### config.mk
export PLATFORM = sky130hd
export DESIGN_NAME = instr_fetch_unit
export DESIGN_NICKNAME = d
export VERILOG_FILES = /design/src/rtl/instr_fetch_unit.sv
export SDC_FILE = /design/constraint.sdc
export NUM_CORES = 1
export LEC_CHECK = 0
export ABC_CLOCK_PERIOD_IN_PS = 2450
export CAP_MARGIN = 15
export CORE_MARGIN = 1
export CORE_UTILIZATION = 30
export DETAILED_ROUTE_END_ITERATION = 8
export PLACE_DENSITY = 0.57
export SYNTH_ARGS = -nofsm -noshare
export SYNTH_HDL_FRONTEND = slang
export SYNTH_SLANG_ARGS = --single-unit
### constraint.sdc
create_clock -name CLK -period 2.45 [get_ports CLK]
set_input_delay 0.49 -clock CLK [delete_from_list [all_inputs] [get_ports CLK]]
set_output_delay 0.49 -clock CLK [all_outputs]
set_load 0.02 [all_outputs]
### src/rtl/instr_fetch_unit.sv
// Instruction fetch front end: holds the fetch PC, issues imem reads and buffers words for decode.
// Build option IFU_PREFETCH_EN selects a 2-entry prefetch FIFO; the default is a single-entry buffer.
module instr_fetch_unit #(
  parameter logic [31:0] PC_INIT = 32'h0000_0000,
  parameter logic [5:0]  HALT_OP = 6'h3F
) (
  input  logic        CLK,
  input  logic        RST,
  input  logic        ihit,
  input  logic [31:0] imemload,
  output logic        imemREN,
  output logic [31:0] imemaddr,
  input  logic        redirect,
  input  logic [31:0] redirect_pc,
  input  logic        instr_ready,
  output logic        instr_valid,
  output logic [31:0] instr_out,
  output logic [31:0] pc_out,
  output logic [31:0] npc_out,
  output logic        halted
);

`ifdef IFU_PREFETCH_EN
  localparam int DEPTH = 2;
`else
  localparam int DEPTH = 1;
`endif
  localparam int CNT_W = 2;

  typedef enum logic [1:0] {S_FETCH, S_STOP, S_HALTED} state_t;

  state_t           state_q, state_d;
  logic [31:0]      pc_q, pc_d;
  logic [CNT_W-1:0] count_q, count_d;
  logic             rd_ptr_q, rd_ptr_d;
  logic             wr_ptr_q, wr_ptr_d;
  logic [31:0]      buf_instr_q [2];
  logic [31:0]      buf_instr_d [2];
  logic [31:0]      buf_pc_q [2];
  logic [31:0]      buf_pc_d [2];
  logic [31:0]      buf_npc_q [2];
  logic [31:0]      buf_npc_d [2];

  logic pop, space, fetch_en, capture, is_halt;

  // With a single entry the pointers never move, so the upper slot stays idle.
  function automatic logic ptr_inc(input logic p);
    return (DEPTH > 1) & ~p;
  endfunction

  assign instr_valid = (count_q != '0);
  assign pop         = instr_valid & instr_ready;
  assign space       = (count_q != CNT_W'(DEPTH)) | pop;
  assign fetch_en    = (state_q == S_FETCH) & space;
  assign capture     = ihit & fetch_en & ~redirect;
  assign is_halt     = (imemload[31:26] == HALT_OP);

  assign imemREN   = fetch_en;
  assign imemaddr  = pc_q;
  assign instr_out = buf_instr_q[rd_ptr_q];
  assign pc_out    = buf_pc_q[rd_ptr_q];
  assign npc_out   = buf_npc_q[rd_ptr_q];
  assign halted    = (state_q == S_HALTED);

  always_comb begin
    state_d     = state_q;
    pc_d        = pc_q;
    count_d     = count_q;
    rd_ptr_d    = rd_ptr_q;
    wr_ptr_d    = wr_ptr_q;
    buf_instr_d = buf_instr_q;
    buf_pc_d    = buf_pc_q;
    buf_npc_d   = buf_npc_q;

    // Redirect wins over capture and pop; once HALTED it is ignored.
    if (redirect && state_q != S_HALTED) begin
      state_d  = S_FETCH;
      pc_d     = redirect_pc & 32'hFFFF_FFFC;
      count_d  = '0;
      rd_ptr_d = 1'b0;
      wr_ptr_d = 1'b0;
    end else begin
      if (pop) begin
        rd_ptr_d = ptr_inc(rd_ptr_q);
        if (state_q == S_STOP && count_q == 2'd1) state_d = S_HALTED;
      end
      if (capture) begin
        buf_instr_d[wr_ptr_q] = imemload;
        buf_pc_d[wr_ptr_q]    = pc_q;
        buf_npc_d[wr_ptr_q]   = pc_q + 32'd4;
        wr_ptr_d              = ptr_inc(wr_ptr_q);
        if (is_halt) state_d = S_STOP;
        else         pc_d    = pc_q + 32'd4;
      end
      count_d = count_q + {1'b0, capture} - {1'b0, pop};
    end
  end

  always_ff @(posedge CLK) begin
    if (RST) begin
      state_q  <= S_FETCH;
      pc_q     <= PC_INIT & 32'hFFFF_FFFC;
      count_q  <= '0;
      rd_ptr_q <= 1'b0;
      wr_ptr_q <= 1'b0;
      for (int i = 0; i < 2; i++) begin
        buf_instr_q[i] <= '0;
        buf_pc_q[i]    <= '0;
        buf_npc_q[i]   <= '0;
      end
    end else begin
      state_q     <= state_d;
      pc_q        <= pc_d;
      count_q     <= count_d;
      rd_ptr_q    <= rd_ptr_d;
      wr_ptr_q    <= wr_ptr_d;
      buf_instr_q <= buf_instr_d;
      buf_pc_q    <= buf_pc_d;
      buf_npc_q   <= buf_npc_d;
    end
  end

endmodule
==> reports/metrics.yaml, run 1 <==
wire_per_inst_um: 15.7
post-route-period-util: 0.954
dpl.hpwl_um: 12100
clock_latency_ps: 420
fin_area_um2: 8430
seqPwrFrac: 0.398
p_sw_frac: 0.282
internal-power_uw: 4060
num_rows: 49
path_class: "input pin to primary output"
ys_seq_elements: 126
ant_nets: 0
min_path_type: "flop to flop"
synth_flop_cell: "dfxtp_1"
clkPwrFrac: 0.426
synth-edff-count: 0
skew_ps: 13.3
rrSetupSlack_ps: 410
crit_fanout: 2
drive_gt1_frac: 0.109
async_flop_share: 0
postLayoutCoreUtil: 0.466
status: "finished with violations"
startpoint_type: "input pin"
p_total_uw: 5650
synth_top_area_cell: "dfxtp_1"
reg2reg_depth: 5
reg2reg_from: "imemaddr[3]"
crit_arrival_ps: 1850
cts_resized: 1
h-tree-depth: 4
tightest_slew_ps: 631
finalMaxSlewViolations: 0
drv_cap: 0
diodes: 0
powerDensity_nw_per_um2: 671
post-place-ws_ps: -11.7
synth.avg_cell_area_um2: 8.02
synth_common_cells: "nand2_1 (153), dfxtp_1 (126), a21oi_1 (82)"
gp_congestion: 0.756
antenna_found_initial: 0
clk_pin_slew_ps: 60
crit_end: "imemREN"
combinationalPowerShare: 0.177
pin_count: 200
slew_headroom: 0.579
yosys_warnings: 0
post-cts-setup-buffers: 0
vias_per_cell: 4.76
end_kind: "primary output"
wl_um: 17800
p_switching_uw: 1590
route.detailed.drc: 32
start_util: 0.308
hold_buffers: 0
synth.cell_area_um2: 5570
synth.area.top_cells: "dfxtp_1 (45%), nand2_1 (10%), a21oi_1 (7.4%)"
cts_tree: "done"
grt_max_degree: 111
fin_crit_ps: 2340
peakVddDrop_uv: 463
cellLeakagePower_uw: 0.00295
root_buffer: "clkbuf_16"
drt-initial-drc-count: 332
dpl_cell_area_um2: 7870
cp-startpoint: "instr_ready"
synth_top_area_frac: 0.453
fp.dieH_um: 138
grt_pass1_wl_um: 28500
critPathRequiredTime_ps: 1960
finalSetupViolCount: 0
gr-total-overflow: 0
setup_tns_ps: 0
fmaxAchievable_mhz: 428
dieWidth_um: 138
firstDrtPassIters: 6
r2r_end: "buf_npc_q[59]"
fin_nets: 962
cts_buffer_depth: 2
die-area_um2: 19100
io_buffer_count: 191
setup_ws_ps: 113
clock_sinks: 126
numCtsBuffers: 17
rsz0062_at_grt: "false"
core_area_um2: 18100
hold_violations: 0
ys_types: 48
synthCells: 694
vias: 5393
synth_most_common_cell: "nand2_1"
area_growth_pct: 51.4
grt_usage: 0.189
violations: "design-rule violations"
synth-seq-area-share: 0.453
grt_pass1_vias: 5256
## critical path, stage by stage
cell             delay (ps)
clkdlybuf4s50_1         510
nor3b_2                  70
nor3_1                  140
clkdlybuf4s50_1         640
## metal layers
layer / wire length [µm] / vias to the layer above / global-route usage
met2: 7940 / 137 / 0.290
met1: 8640 / 2470 / 0.255
met5: 0 / - / 0
met4: 197 / 0 / 0.0668
met3: 984 / 13 / 0.0526
li1: - / 2773 / -
## worst min-delay path by stage
stage | from | to | slack (ps) | cells past startpoint
after floorplan | state_q[0] | state_q[1] | 510 | 1
after global routing | buf_instr_q[34] | buf_instr_q[34] | 470 | 2
after detailed placement | buf_instr_q[37] | buf_instr_q[37] | 450 | 2
after CTS | buf_instr_q[37] | buf_instr_q[37] | 450 | 2
final | buf_pc_q[36] | buf_pc_q[36] | 450 | 2
after global placement | buf_pc_q[36] | buf_pc_q[36] | 440 | 2
## per-stage QoR
stage / hold WS [ps] / std cells
2_1_floorplan: 510 / 699
3_3_place_gp: 442 / 1100
3_5_place_dp: 446 / 1100
4_1_cts: 454 / 1132
5_1_grt: 470 / 1132
6_report: 451 / 1132
## registers in the layout, indices dropped and copies added (netlist names)
| name | count |
|---|---|
| buf_instr_q | 32 |
| buf_npc_q | 30 |
| buf_pc_q | 30 |
| imemaddr | 30 |
| count_q | 2 |
| state_q | 2 |
## logic make-up (layout without fill, tap and decap cells)
logic type / count (synthesis) / after routing / synth area share
and+or+nand+nor: 295 / 295 / 0.239
AOI/OAI and AO/OA: 164 / 164 / 0.189
DFF: 126 / 126 / 0.453
buffers and inverters: 76 / 280 / 0.0650
xor gates and xnor gates: 29 / 29 / 0.0456
adders and majority gates: 3 / 3 / 0.00674
other: 1 / 6 / 0.000674
## power groups by stage
| stage | sequential (µW) | combinational, µW | clock (µW) |
|---|---|---|---|
| floorplan | 2430 | 362 | 0 |
| global placement | 2290 | 1000 | 0 |
| CTS | 2250 | 1010 | 2470 |
| finish | 2250 | 998 | 2410 |
| global route | 2260 | 1080 | 2570 |
| detailed placement | 2290 | 1000 | 0 |
## layout make-up
| class | count | area, µm² |
|---|---|---|
| well taps | 229 | 287 |
| fillers | 1791 | 9660 |
| repair buffers | 237 | 2300 |
| multi-input cells | 497 | 2720 |
| clock buffers | 18 | 439 |
| inverters | 11 | 41.3 |
| clock inverters | 14 | 121 |
| flip-flops and latches | 126 | 2520 |
## cell usage in the layout (no fill, tap or decap), drive strengths merged, types with 2 or more instances in the layout
cell type / Yosys / layout
and2: 4 / 4
nand4: 8 / 8
buf: 29 / 47
nor2: 58 / 58
clkbuf: 36 / 18
ha: 3 / 3
xnor2: 19 / 19
clkinv: 0 / 10
and4: 6 / 6
nand3: 21 / 21
o221ai: 5 / 5
nor4: 5 / 5
o221a: 7 / 7
conb: 1 / 6
dfxtp: 126 / 126
or4: 2 / 2
or3: 4 / 4
a211oi: 32 / 32
nor3b: 8 / 8
a21oi: 82 / 82
clkdlybuf4s50: 0 / 190
clkinvlp: 0 / 3
nor3: 19 / 19
o21ai: 11 / 11
a2111oi: 4 / 4
nand2: 153 / 153
inv: 11 / 11
a311oi: 7 / 7
xor2: 10 / 10
nand2b: 3 / 3
o21a: 10 / 10
a31oi: 2 / 2
and3: 3 / 3
No activity file was read; power rests on OpenSTA's default activity.
==> run 2: changes to the inputs <==
--- a/config.mk
+++ b/config.mk
@@ -9,6 +9,7 @@
 export CAP_MARGIN = 15
 export CORE_MARGIN = 1
 export CORE_UTILIZATION = 30
+export CTS_CLUSTER_SIZE = 12
 export DETAILED_ROUTE_END_ITERATION = 8
 export PLACE_DENSITY = 0.57
 export SYNTH_ARGS = -nofsm -noshare
==> results of run 2 <==
No change in the layout: final DEF, timing and power equal those of run 1.
